File: src/rtl/vga_rx_pkg.sv
// Shared timing defaults, PMOD bit map and FSM state type for the VGA PMOD
// receiver.
package vga_rx_pkg;
  localparam int DEF_H_ACTIVE = 640;
  localparam int DEF_H_FP     = 16;
  localparam int DEF_H_SYNC   = 96;
  localparam int DEF_H_BP     = 48;
  localparam int DEF_V_ACTIVE = 480;
  localparam int DEF_V_FP     = 10;
  localparam int DEF_V_SYNC   = 2;
  localparam int DEF_V_BP     = 33;

  localparam int H_TOTAL     = DEF_H_ACTIVE + DEF_H_FP + DEF_H_SYNC + DEF_H_BP;
  localparam int V_TOTAL     = DEF_V_ACTIVE + DEF_V_FP + DEF_V_SYNC + DEF_V_BP;
  localparam int H_ACT_START = DEF_H_SYNC + DEF_H_BP;
  localparam int V_ACT_START = DEF_V_SYNC + DEF_V_BP;

  localparam int PMOD_R1 = 0;
  localparam int PMOD_G1 = 1;
  localparam int PMOD_B1 = 2;
  localparam int PMOD_VS = 3;
  localparam int PMOD_R0 = 4;
  localparam int PMOD_G0 = 5;
  localparam int PMOD_B0 = 6;
  localparam int PMOD_HS = 7;

  typedef enum logic [1:0] {HUNT, CHECK, LOCKED} rx_state_e;

  typedef struct packed {
    logic [1:0] red;
    logic [1:0] green;
    logic [1:0] blue;
  } rgb_t;

  // Bit 1 of each channel is the MSB (R1/G1/B1).
  function automatic rgb_t pmod_rgb(input logic [7:0] bus);
    rgb_t c;
    c.red   = {bus[PMOD_R1], bus[PMOD_R0]};
    c.green = {bus[PMOD_G1], bus[PMOD_G0]};
    c.blue  = {bus[PMOD_B1], bus[PMOD_B0]};
    return c;
  endfunction
endpackage

File: src/rtl/vga_pmod_receiver_sync_edge_detect.sv
// Polarity-normalised sync level plus inactive->active edge pulse.
module sync_edge_detect #(
  parameter bit ACTIVE_LOW = 1'b1
) (
  input  logic clk,
  input  logic rst_n,
  input  logic sync_in,
  output logic level,
  output logic assert_pulse
);
  logic level_q;

  assign level        = sync_in ^ ACTIVE_LOW;
  assign assert_pulse = level & ~level_q;

  always_ff @(posedge clk or negedge rst_n)
    if (!rst_n) level_q <= 1'b0;
    else        level_q <= level;
endmodule

File: src/rtl/vga_pmod_receiver.sv
// TinyVGA PMOD receiver: locks onto sync timing and recovers pixel x/y/colour,
// with timing-error detection and a locked-frame counter.
module vga_pmod_receiver
  import vga_rx_pkg::*;
#(
  parameter int H_ACTIVE        = DEF_H_ACTIVE,
  parameter int H_FP            = DEF_H_FP,
  parameter int H_SYNC          = DEF_H_SYNC,
  parameter int H_BP            = DEF_H_BP,
  parameter int V_ACTIVE        = DEF_V_ACTIVE,
  parameter int V_FP            = DEF_V_FP,
  parameter int V_SYNC          = DEF_V_SYNC,
  parameter int V_BP            = DEF_V_BP,
  parameter bit SYNC_ACTIVE_LOW = 1'b1
) (
  input  logic       clk,
  input  logic       rst_n,
  input  logic [7:0] vga_in,
  output logic       pixel_valid,
  output logic [9:0] x,
  output logic [9:0] y,
  output logic [1:0] red,
  output logic [1:0] green,
  output logic [1:0] blue,
  output logic       frame_start,
  output logic       locked,
  output logic       timing_error,
  output logic [7:0] frame_count
);
  localparam int LINE_LEN = H_ACTIVE + H_FP + H_SYNC + H_BP;
  localparam int FRAME_LN = V_ACTIVE + V_FP + V_SYNC + V_BP;

  localparam logic [9:0] HT_LAST = 10'(LINE_LEN - 1);
  localparam logic [9:0] HT_SAT  = 10'(LINE_LEN);
  localparam logic [9:0] VT_LAST = 10'(FRAME_LN - 1);
  localparam logic [9:0] VT_SAT  = 10'(FRAME_LN);
  localparam logic [9:0] HA_LO   = 10'(H_SYNC + H_BP);
  localparam logic [9:0] HA_HI   = 10'(H_SYNC + H_BP + H_ACTIVE);
  localparam logic [9:0] VA_LO   = 10'(V_SYNC + V_BP);
  localparam logic [9:0] VA_HI   = 10'(V_SYNC + V_BP + V_ACTIVE);

  // Reset the input register to "both syncs inactive" so release is edge-free.
  localparam logic [7:0] SYNC_MASK = 8'((1 << PMOD_HS) | (1 << PMOD_VS));
  localparam logic [7:0] VGA_IDLE  = SYNC_ACTIVE_LOW ? SYNC_MASK : 8'h00;

  logic [7:0] vga_q;
  logic [1:0] sync_raw, sync_lvl, sync_pulse;   // [1] hsync, [0] vsync
  logic       unused_lvl;

  always_ff @(posedge clk or negedge rst_n)
    if (!rst_n) vga_q <= VGA_IDLE;
    else        vga_q <= vga_in;

  assign sync_raw   = {vga_q[PMOD_HS], vga_q[PMOD_VS]};
  assign unused_lvl = ^sync_lvl;

  for (genvar i = 0; i < 2; i++) begin : g_sync
    sync_edge_detect #(.ACTIVE_LOW(SYNC_ACTIVE_LOW)) u_sync (
      .clk          (clk),
      .rst_n        (rst_n),
      .sync_in      (sync_raw[i]),
      .level        (sync_lvl[i]),
      .assert_pulse (sync_pulse[i])
    );
  end

  rx_state_e  state;
  logic [9:0] hcnt, vcnt, hcnt_nx, vcnt_nx;
  logic       vs_seen, hs_edge, vs_mark, frame_bnd, err, lock_nx, act;
  rgb_t       pix;

  assign hs_edge   = sync_pulse[1];
  assign vs_mark   = vs_seen | sync_pulse[0];
  assign frame_bnd = hs_edge & vs_mark;
  assign pix       = pmod_rgb(vga_q);

  // *_nx counters give the position of the sample currently held in vga_q.
  always_comb begin
    hcnt_nx = hs_edge ? 10'd0 : (hcnt == HT_SAT ? HT_SAT : hcnt + 10'd1);
    vcnt_nx = vcnt;
    if (hs_edge) vcnt_nx = vs_mark ? 10'd0 : (vcnt == VT_SAT ? VT_SAT : vcnt + 10'd1);
    err = (state != HUNT) &&
          (( hs_edge && hcnt != HT_LAST) ||
           (!hs_edge && hcnt == HT_LAST) ||
           ( hs_edge &&  vs_mark && vcnt != VT_LAST) ||
           ( hs_edge && !vs_mark && vcnt == VT_LAST));
    lock_nx = !err && ((state == LOCKED) || (state == CHECK && frame_bnd));
    act = lock_nx && hcnt_nx >= HA_LO && hcnt_nx < HA_HI &&
          vcnt_nx >= VA_LO && vcnt_nx < VA_HI;
  end

  always_ff @(posedge clk or negedge rst_n)
    if (!rst_n) begin
      state        <= HUNT;
      hcnt         <= '0;
      vcnt         <= '0;
      vs_seen      <= 1'b0;
      pixel_valid  <= 1'b0;
      x            <= '0;
      y            <= '0;
      red          <= '0;
      green        <= '0;
      blue         <= '0;
      frame_start  <= 1'b0;
      locked       <= 1'b0;
      timing_error <= 1'b0;
      frame_count  <= '0;
    end else begin
      hcnt    <= hcnt_nx;
      vcnt    <= vcnt_nx;
      vs_seen <= hs_edge ? 1'b0 : vs_mark;
      case (state)
        HUNT:    if (frame_bnd) state <= CHECK;
        CHECK:   if (err) state <= HUNT;
                 else if (frame_bnd) state <= LOCKED;
        LOCKED:  if (err) state <= HUNT;
                 else if (frame_bnd) frame_count <= frame_count + 8'd1;
        default: state <= HUNT;
      endcase
      locked       <= lock_nx;
      timing_error <= err;
      pixel_valid  <= act;
      x            <= act ? hcnt_nx - HA_LO : 10'd0;
      y            <= act ? vcnt_nx - VA_LO : 10'd0;
      red          <= act ? pix.red   : 2'b00;
      green        <= act ? pix.green : 2'b00;
      blue         <= act ? pix.blue  : 2'b00;
      frame_start  <= act && hcnt_nx == HA_LO && vcnt_nx == VA_LO;
    end
endmodule

File: config.mk
export PLATFORM = sky130hd
export DESIGN_NAME = vga_pmod_receiver
export DESIGN_NICKNAME = d
export VERILOG_FILES = /design/src/rtl/vga_rx_pkg.sv /design/src/rtl/vga_pmod_receiver_sync_edge_detect.sv /design/src/rtl/vga_pmod_receiver.sv
export SDC_FILE = /design/constraint.sdc
export NUM_CORES = 1
export LEC_CHECK = 0
export ABC_AREA = 1
export BUFFER_PORTS_ARGS = -buffer_cell sky130_fd_sc_hd__buf_2
export CORE_ASPECT_RATIO = 2
export CORE_MARGIN = 4
export CORE_UTILIZATION = 28
export CTS_CLUSTER_DIAMETER = 200
export DETAILED_ROUTE_END_ITERATION = 7
export GPL_TIMING_DRIVEN = 1
export HOLD_SLACK_MARGIN = 0.05
export SLEW_MARGIN = 20
export SYNTH_ARGS = -nofsm -noshare
export SYNTH_HDL_FRONTEND = slang
export SYNTH_SLANG_ARGS = --single-unit
File: constraint.sdc
create_clock -name clk -period 4.9 [get_ports clk]
set_clock_uncertainty 0.15 [all_clocks]
set_input_delay 0.49 -clock clk [delete_from_list [all_inputs] [get_ports clk]]
set_output_delay 0.49 -clock clk [all_outputs]
set_load 0.02 [all_outputs]
==> results of run 1 <==
==> routing by layer <==
| layer | wire length [um] | vias up |
|---|---|---|
| met5 | 0 | - |
| li1 | - | 1374 |
| met4 | 284 | 0 |
| met1 | 3220 | 1350 |
| met3 | 233 | 19 |
| met2 | 5540 | 57 |
==> flip-flops by register name, summed over array words and instances (netlist names), 2 cells and up <==
register and cells:
frame_count 8, vga_q 8, red 2, hcnt 10
green 2, state 2, y 10, vcnt 10
blue 2, x 10, g_sync.u_sync.level_q 2
==> kinds of logic after synthesis <==
kind of cell               after synthesis
AOI/OAI and AO/OA                       19
xor gates and xnor gates                19
adders and majority gates                9
buffers and inverters                   73
DFF                                     71
and+or+nand+nor                        222
==> area by class of cell <==
class	count	share of cell area [%]
Tap cell	152	4.29
Sequential cell	71	40.1
Multi-Input combinational cell	269	37.1
Timing Repair Buffer	48	5.47
Inverter	68	5.78
Clock buffer	10	5.16
Clock inverter	6	2.11
==> per-stage QoR <==
step | hold WS [ns] | power (mW) | cells | instance area, um2 | worst slack, ns
after floorplan | 0.0444 | 0.805 | 413 | 3750 | 2.49
after global placement | 0.272 | 0.869 | 608 | 4120 | 1.78
after detailed placement | 0.280 | 0.873 | 608 | 4120 | 1.70
after CTS | 0.0788 | 1.59 | 624 | 4440 | 1.69
after global routing | 0.101 | 1.64 | 624 | 4440 | 1.45
final | 0.0389 | 1.57 | 624 | 4440 | 1.74
==> Yosys cell counts <==
cell and n:
nor3_1 4, clkinv_2 1, nor2_8 1, nor2_2 3, nand2_2 16, buf_2 1, a21oi_1 3, a31o_2 2
inv_1 62, ha_1 9, dfstp_2 2, o21bai_1 1, nand3_1 29, xor2_1 16, nand3_2 5, inv_2 5
nand3_4 1, nand2_1 86, o21ai_4 1, nor2_1 38, dfrtp_1 69, a211oi_1 1, o21bai_2 1, nand4_1 7
buf_6 2, nand3b_1 1, nor2_4 29, nand2_4 1, buf_12 2, o21ai_0 6, xnor2_1 3, o21ai_2 1
nor3_2 1, o211ai_1 1, o21ai_1 2
==> worst max-delay path, cell delays in order (launching register included) <==
cell     delay, ns
dfrtp_1       0.39
nor2_4        0.32
inv_2         0.27
nor2_8        0.23
nand2_1       0.07
nand2_1       0.17
ha_1          0.27
nor2_1        0.08
nand2_1       0.08
nand2_2       0.07
nand3_1       0.12
nand3_4       0.53
nor2_4        0.28
==> how the worst min path moves through the flow <==
| stage | start | to | slack, ns |
|---|---|---|---|
| 6_report | rst_n | y[0]$_DFF_PN0_ | 0.04 |
| 5_1_grt | rst_n | y[0]$_DFF_PN0_ | 0.10 |
| 4_1_cts | rst_n | y[0]$_DFF_PN0_ | 0.08 |
| 3_5_place_dp | vga_q[3]$_DFF_PN1_ | g_sync[0].u_sync.level_q$_DFF_PN0_ | 0.28 |
| 3_3_place_gp | vga_q[3]$_DFF_PN1_ | g_sync[0].u_sync.level_q$_DFF_PN0_ | 0.27 |
| 2_1_floorplan | rst_n | blue[0]$_DFF_PN0_ | 0.04 |
==> power by group <==
group / leakage (nW) / switching [mW] / internal, mW / total (mW)
logic: 1.26 / 0.139 / 0.0638 / 0.203
registers: 0.951 / 0.0397 / 0.616 / 0.656
clock network: 0.153 / 0.261 / 0.449 / 0.710
==> placed cells by master (no fill, tap or decap), drive strengths merged, types with 2 or more instances in the layout <==
cell and instances:
xor2 16, clkbuf 10, dfrtp 69, xnor2 3, bufinv 2, o21ai 10
dfstp 2, a21oi 3, inv 68, nand2 103, nand3 35, nand4 7
o21bai 2, a31o 2, nor2 71, ha 9, clkinv 3, buf 48
nor3 5
==> results.ini, run 1 <==
[status]
status=complete, no violations

[place]
port_buffers=47
dp_hpwl_mm=7.17
gp_congestion=0.895

[drt]
wl_mm=9.28
antenna_left=0
via_count=2800
drtIter0Drc=97
drt-wirelength-per-cell_um=14.9
drc_errors=0
routed_via_density=4.49
dr.pass1.iters=4

[floorplanning]
die_x_um=89.8
start_util_pct=28.7
dieHeight_um=172
io_pins=48
die_area_mm2=0.0154
core_mm2=0.0131
rows=59

[timing]
setup_viol=0
finalCriticalPeriod_ns=3.16
max_slew_margin_pct=51.9
fmax_ghz=0.316
fin_tns_setup_ns=0
rsz0062_at_grt=no
worst_slew_pin_slew_ns=0.721
fin_crit_sh_pct=64.5
finalHoldViolations=0
slew_viol_final=0

[clock_network]
cts_buffers=9
htree_levels=3
clk_path_buf_depth=2
clk-insertion-delay-late_ns=0.34
cts_tree=done
clock-root-buffer=clkbuf_16
cts_sinks=71
holdBufCountCts=0
path_clk_slew_ns=0.06
postCtsSetupRepairBufs=0
cts_resized=0

[critical_path]
startpoint=g_sync[1].u_sync.level_q$_DFF_PN0_
reg2reg_from=g_sync[1].u_sync.level_q$_DFF_PN0_
critical_path_required_ns=5.00
r2r_cells=12
worstPathMaxFanout=28
critPathLaunchType=register
end_kind=register
rr_endpoint=x[6]$_DFF_PN0_
crit_type=reg -> reg
critPathCapture=x[6]$_DFF_PN0_
crit_arrival_ns=3.26
ff2ff_setup_slack_ns=1.74

[logic_synthesis]
synth_area_leaders=dfrtp_1, nor2_4, nand2_1
syn_inst=413
seq_area_frac_synth_pct=47.4
synth_nets=432
syn_avg_cell_area_um2=9.08
synth_compound_gate_area_share_pct=3.50
synth_seq_cells=71
ys_warn_count=0
synth_top_family_by_area=simple AND/OR/NAND/NOR gates
synthesis.area_mm2=0.00375
yosysTopAreaCell=dfrtp_1
yosys.area_share.simple_pct=33.0
synthDistinctLibCells=35
synthAdderAreaFrac_pct=3.00
synth_xor_area_share_pct=4.44
yosys-mux-area-fraction_pct=0
synth_top_area_share_pct=46.0

[run]
cap_viol_max_count=0

[power]
power.leakage_nw=2.36
irDropWorstVdd_v=0.000195
power_density_mw_per_mm2=354

[layout]
nNetsFinal=486
diodes=0
final_util_pct=34.0
multi_input_area_mm2=0.00165
n_fill_cell=1303
syn2layout_area_growth_pct=18.4
seq_area_mm2=0.00178
drive_gt1_share_pct=28.2

[grt]
overflow=0
grt_max_degree=44
grt_pass1_vias=2996
grtUsageTotal_pct=13.0
antenna_found_initial=0
grt_pass1_wl_mm=15.5
met1_usage_pct=12.1
grt_use_met3_pct=2.06
use_met2_pct=26.5
top_usage_layer=met2

[worst_hold_path]
worst_hold_path_type=in -> async

Power figures use the tool's default switching activity.
==> run 2, diff against run 1 <==
==> constraint.sdc (replaced) <==
create_clock -name clk -period 3.03 [get_ports clk]
set_clock_uncertainty 0.15 [all_clocks]
set_input_delay 0.303 -clock clk [delete_from_list [all_inputs] [get_ports clk]]
set_output_delay 0.303 -clock clk [all_outputs]
set_load 0.02 [all_outputs]
==> run 2 against run 1 <==
Against the previous run: die area is the same; global-route usage is 0.90 points lower; non-clock buffer count rose by 12; cell count increased by 1.8%; count of clock-buffer cells in the layout rose by 3; via count rose by 1.7%; sequential power up 62%; hold slack improved by 0.24 ns; maximum frequency increased by 14%; final area is 3.0% higher; clock power up 56%; critical path depth rose by 1.
==> results.ini, run 2 (synthesis results as in run 1) <==
[status]
status=complete, no violations

[grt]
grtUsageTotal_pct=12.1  ; -0.90 points
grt_pass1_vias=3185  ; +6.3%
grt_pass1_wl_mm=14.8  ; -4.8%
antenna_found_initial=0  ; unchanged
overflow=0  ; unchanged
grt_max_degree=32  ; -27%

[worst_hold_path]
worst_hold_path_type=in -> async

[drt]
drc_errors=0  ; unchanged
antenna_left=0  ; unchanged
drtIter0Drc=101  ; +4.1%
wl_mm=8.75  ; -5.8%
routed_via_density=4.48  ; about the same
dr.pass1.iters=4  ; unchanged
drt-wirelength-per-cell_um=13.8  ; -7.4%
via_count=2847  ; +1.7%

[power]
internal_power_mw=1.83  ; +62%
p_seq_share_pct=42.4  ; +0.6 points
total_power_mw=2.50  ; +60%
switching_share_pct=26.9  ; -1.1 points
p_switching_mw=0.674  ; +53%
pwr-share-clk_pct=44.3  ; -1.0 points
comb_power_share_pct=13.3  ; +0.4 points
power.leakage_nw=2.43  ; +2.7%
power_density_mw_per_mm2=548  ; +55%
irDropWorstVdd_v=0.000269  ; +38%

[floorplanning]
rows=59  ; unchanged
die_area_mm2=0.0154  ; unchanged
io_pins=48  ; unchanged
core_mm2=0.0131  ; unchanged
start_util_pct=28.7  ; unchanged
die_x_um=89.8  ; unchanged
dieHeight_um=172  ; unchanged

[layout]
finalNonFillerCells=635  ; +1.8%
final_util_pct=35.0  ; +1.0 points
design_area_mm2=0.00457  ; +3.0%
diodes=0  ; unchanged
drive_gt1_share_pct=28.2  ; about the same
layout_commonest_cell=nand2_1
syn2layout_area_growth_pct=21.9
nNetsFinal=498  ; +2.5%
layout_common_cells=nand2_1, dfrtp_1, inv_1

[critical_path]
cp_top_family=simple AND/OR/NAND/NOR gates
end_kind=register
crit_type=reg -> reg
critPathMaxStageDelay_ns=0.46  ; -0.07 ns
critPathLaunchType=register
path_depth=13  ; +1
critPathBufInv=1  ; unchanged
critical_path_required_ns=3.09  ; -1.91 ns
cp_slowest_cell=o21ai_0
crit_chain=nand2_2, nor2_1, a21oi_1, o21ai_0, ha_1, nand2_1, nand2_1, nand3_1, nor2_1, nor2_4, nand3_4, buf_12, nor2_4
ff2ff_setup_slack_ns=0.25  ; -1.49 ns
worstPathMaxFanout=15  ; -46%
crit_arrival_ns=2.84  ; -0.42 ns
r2r_cells=13  ; +1

[place]
dpl_cell_area_mm2=0.00416  ; +1.2%
dp_hpwl_mm=6.74  ; -6.0%
dp.cells=611  ; +0.49%
gp_congestion=0.817  ; -8.8%
port_buffers=47  ; unchanged
place_ws_ns=0.263  ; -1.44 ns

[clock_network]
holdBufCountCts=9  ; +9
cts_resized=0  ; unchanged
cts_sinks=71  ; unchanged
postCtsSetupRepairBufs=0  ; unchanged
path_clk_slew_ns=0.06  ; about the same
cts_buffers=9  ; unchanged
htree_levels=3  ; unchanged
clock-root-buffer=clkbuf_16
clk-insertion-delay-late_ns=0.33  ; about the same
clk_path_buf_depth=2  ; unchanged
cts_tree=done

[run]
cap_viol_max_count=0  ; unchanged

[timing]
timing.hold.ws_ns=0.276  ; +0.237 ns
fmax_ghz=0.360  ; +14%
rsz0062_at_grt=no
fin_crit_sh_pct=91.7  ; +27 points
worst_slew_pin_slew_ns=0.546  ; -0.175 ns
finalCriticalPeriod_ns=2.78  ; -0.380 ns
max_slew_margin_pct=63.2  ; +11 points
finalHoldViolations=0  ; unchanged
fin_tns_setup_ns=0  ; unchanged
slew_viol_final=0  ; unchanged
setup_viol=0  ; unchanged
setup_ws_ns=0.250  ; -1.49 ns

[run 2: cell types whose count changed in the layout (fill, tap and decap cells not counted)]
| cell | delta |
|---|---|
| buf_12 | +2 |
| buf_4 | +1 |
| bufinv_16 | -1 |
| clkbuf_1 | -1 |
| clkbuf_8 | +4 |
| clkinv_4 | -2 |
| dlygate4sd3_1 | +9 |
| inv_6 | -1 |
[run 2: power groups by stage]
stage	sequential (mW)	combinational (mW)	clock, mW
3_5_place_dp	1.08	0.330	0
4_1_cts	1.06	0.341	1.13
6_report	1.06	0.333	1.11
2_1_floorplan	1.07	0.234	0
5_1_grt	1.07	0.380	1.18
3_3_place_gp	1.08	0.326	0
[run 2: path summary, 6_finish.rpt]
path,endpoint,start
worst max-delay path,x[8]$_DFF_PN0_,hcnt[3]$_DFF_PN0_
worst min-delay path,y[4]$_DFF_PN0_,rst_n
worst max register to register,x[8]$_DFF_PN0_,hcnt[3]$_DFF_PN0_
worst min register to register,g_sync[0].u_sync.level_q$_DFF_PN0_,vga_q[3]$_DFF_PN1_
max in group asynchronous,vcnt[6]$_DFF_PN0_,rst_n
min in group clk,g_sync[0].u_sync.level_q$_DFF_PN0_,vga_q[3]$_DFF_PN1_
[run 2: layout make-up]
class | count | area (um2)
inverters | 68 | 256
clock buffers | 13 | 280
repair buffers | 60 | 380
well taps | 152 | 190
clock inverters | 2 | 37.5
multi-input cells | 269 | 1650
fillers | 1319 | 8500
flip-flops and latches | 71 | 1780
[run 2: metal layers]
metal  track usage [%]  part of all wire [%]  up-vias
li1                  -                     -     1391
met1              11.3                    35     1357
met2              23.4                    56       67
met3              2.41                   3.5       32
met5                 0                     0        -
met4              8.61                   5.4        0
==> run 3, diff against run 2 <==
--- a/config.mk
+++ b/config.mk
@@ -7,6 +7,8 @@
 export LEC_CHECK = 0
 export ABC_AREA = 1
 export BUFFER_PORTS_ARGS = -buffer_cell sky130_fd_sc_hd__buf_2
+export CELL_PAD_IN_SITES_DETAIL_PLACEMENT = 0
+export CELL_PAD_IN_SITES_GLOBAL_PLACEMENT = 1
 export CORE_ASPECT_RATIO = 2
 export CORE_MARGIN = 4
 export CORE_UTILIZATION = 28
@@ -14,6 +16,7 @@
 export DETAILED_ROUTE_END_ITERATION = 7
 export GPL_TIMING_DRIVEN = 1
 export HOLD_SLACK_MARGIN = 0.05
+export PLACE_DENSITY_LB_ADDON = 0.1
 export SLEW_MARGIN = 20
 export SYNTH_ARGS = -nofsm -noshare
 export SYNTH_HDL_FRONTEND = slang
==> run 3 against run 2 <==
Against the previous run: final area shrank 0.77%; die area did not move; via count decreased by 2.1%; first-iteration DRC count is 54% lower; count of clock-buffer cells in the layout fell by 4; global-route usage up 1.3 points; clock power is 12% lower; largest cell class unchanged; largest power group is now sequential cells; highest routed layer unchanged.
==> results.ini, run 3 (synthesis results as in run 1) <==
[clock_network]
clk-insertion-delay-late_ns=0.33  ; about the same
cts_sinks=71  ; unchanged
postCtsSetupRepairBufs=0  ; unchanged
htree_levels=3  ; unchanged
cts_buffers=9  ; unchanged
cts_tree=done
path_clk_slew_ns=0.06  ; about the same
clock-root-buffer=clkbuf_16
clk_path_buf_depth=2  ; unchanged

[timing]
max_slew_margin_pct=38.3  ; -25 points
fin_tns_setup_ns=0  ; unchanged
slew_viol_final=0  ; unchanged
finalHoldViolations=0  ; unchanged
setup_viol=0  ; unchanged
timing.hold.ws_ns=0.287  ; +0.0112 ns
fin_crit_sh_pct=89.6  ; -2.2 points
setup_ws_ns=0.317  ; +0.0663 ns
fmax_ghz=0.369  ; +2.4%
finalCriticalPeriod_ns=2.71  ; -0.0663 ns
worst_slew_pin_slew_ns=0.926  ; +0.380 ns
rsz0062_at_grt=no

[place]
dp.cells=612  ; +0.16%
place_ws_ns=0.268  ; +0.00523 ns
dpl_cell_area_mm2=0.00417  ; +0.24%
dp_hpwl_mm=7.17  ; +6.5%
gp_congestion=0.803  ; -1.7%
port_buffers=47  ; unchanged

[drt]
antenna_left=0  ; unchanged
routed_via_density=4.37  ; -2.4%
drc_errors=0  ; unchanged
drt-wirelength-per-cell_um=15.0  ; +8.6%
via_count=2786  ; -2.1%
wl_mm=9.53  ; +9.0%
drtIter0Drc=46  ; -54%
dr.pass1.iters=4  ; unchanged

[critical_path]
critPathLaunchType=register
critical_path_required_ns=3.10  ; about the same
worstPathMaxFanout=15  ; unchanged
startpoint=hcnt[0]$_DFF_PN0_
reg2reg_from=hcnt[0]$_DFF_PN0_
end_kind=register
ff2ff_setup_slack_ns=0.32  ; +0.07 ns
crit_type=reg -> reg
rr_endpoint=green[1]$_DFF_PN0_
r2r_cells=16  ; +3
crit_arrival_ns=2.78  ; -0.06 ns

[layout]
layout_commonest_cell=nand2_1
design_area_mm2=0.00454  ; -0.77%
syn2layout_area_growth_pct=21.0
drive_gt1_share_pct=28.5  ; +0.30 points
nNetsFinal=499  ; +0.20%
final_util_pct=34.7  ; -0.27 points
diodes=0  ; unchanged
finalNonFillerCells=637  ; +0.31%
layout_common_cells=nand2_1, dfrtp_1, inv_1

[grt]
met1_usage_pct=12.1  ; +0.74 points
grt_pass1_wl_mm=15.8  ; +7.1%
antenna_found_initial=0  ; unchanged
overflow=0  ; unchanged
grt_max_degree=72  ; +130%
grt_pass1_vias=3079  ; -3.3%
grt_use_met3_pct=2.84  ; +0.44 points
use_met2_pct=27.7  ; +4.3 points
top_usage_layer=met2
grtUsageTotal_pct=13.4  ; +1.3 points

[floorplanning]
rows=59  ; unchanged
dieHeight_um=172  ; unchanged
io_pins=48  ; unchanged
die_area_mm2=0.0154  ; unchanged
die_x_um=89.8  ; unchanged
core_mm2=0.0131  ; unchanged
start_util_pct=28.7  ; unchanged

[status]
status=complete, no violations

[worst_hold_path]
worst_hold_path_type=reg -> reg
worstHoldPathCells=1
holdPathEnd=g_sync[0].u_sync.level_q$_DFF_PN0_
hp-start=vga_q[3]$_DFF_PN1_

[run]
cap_viol_max_count=0  ; unchanged

[power]
total_power_mw=2.38  ; -4.9%
irDropWorstVdd_v=0.000268  ; -0.40%
power.leakage_nw=2.41  ; -0.68%
power_density_mw_per_mm2=525  ; -4.2%

==> run 3: cell count changes in the layout (fill, tap and decap cells not counted) <==
| cell | previous run | this run |
|---|---|---|
| o21ai_0 | 6 | 5 |
| buf_4 | 2 | 4 |
| clkinv_4 | 0 | 1 |
| inv_6 | 0 | 1 |
| bufinv_16 | 1 | 0 |
| clkinvlp_4 | 1 | 2 |
| clkbuf_8 | 4 | 0 |
| buf_2 | 47 | 46 |
| clkinv_2 | 1 | 4 |
| o21ai_1 | 2 | 3 |
==> run 3: power by group <==
group          leakage (nW)  switching (mW)  internal, mW
sequential            0.951          0.0606         0.997
combinational          1.33           0.229         0.115
clock                 0.132           0.428         0.554
==> run 3: layer usage <==
layer  wire length (um)  share of wire [%]  vias to the layer above
li1                   -                  -                     1399
met1               3240                 34                     1311
met2               5740                 60                       57
met3                273                2.9                       19
met4                273                2.9                        0
met5                  0                  0                        -
==> run 3: worst max path at each step <==
stage	end	slack (ns)	depth (start not counted)
floorplan	x[2]$_DFF_PN0_	0.62	15
global placement	y[9]$_DFF_PN0_	0.28	13
detailed placement	green[1]$_DFF_PN0_	0.27	13
CTS	green[1]$_DFF_PN0_	0.23	13
global route	green[1]$_DFF_PN0_	0.08	16
finish	green[1]$_DFF_PN0_	0.32	16
==> run 3: cell type report <==
type                            count  area (um2)
Fill cell                        1334        8530
Clock buffer                        9         225
Inverter                           68         256
Timing Repair Buffer               61         390
Multi-Input combinational cell    269        1650
Tap cell                          152         190
Sequential cell                    71        1780
Clock inverter                      7        47.5
==> run 3: worst max-delay path, cell delays in order (launching register included) <==
cell     delay [ns]
dfrtp_1        0.48
ha_1           0.27
nand2_2        0.09
nor2_4         0.17
inv_1          0.05
nand3_1        0.12
inv_1          0.11
ha_1           0.23
nand2_1        0.07
inv_1          0.04
nand3_1        0.09
nor2_1         0.06
nor2_1         0.19
nor2_4         0.05
nand3_4        0.15
buf_12         0.20
nor2_1         0.06
==> run 3: repair_timing <==
action | in CTS | in global routing
endpoints found under the hold margin | 77 | 0
endpoints found under the setup margin | 0 | 12
hold buffers | 9 | 0
resized for setup | 0 | 1
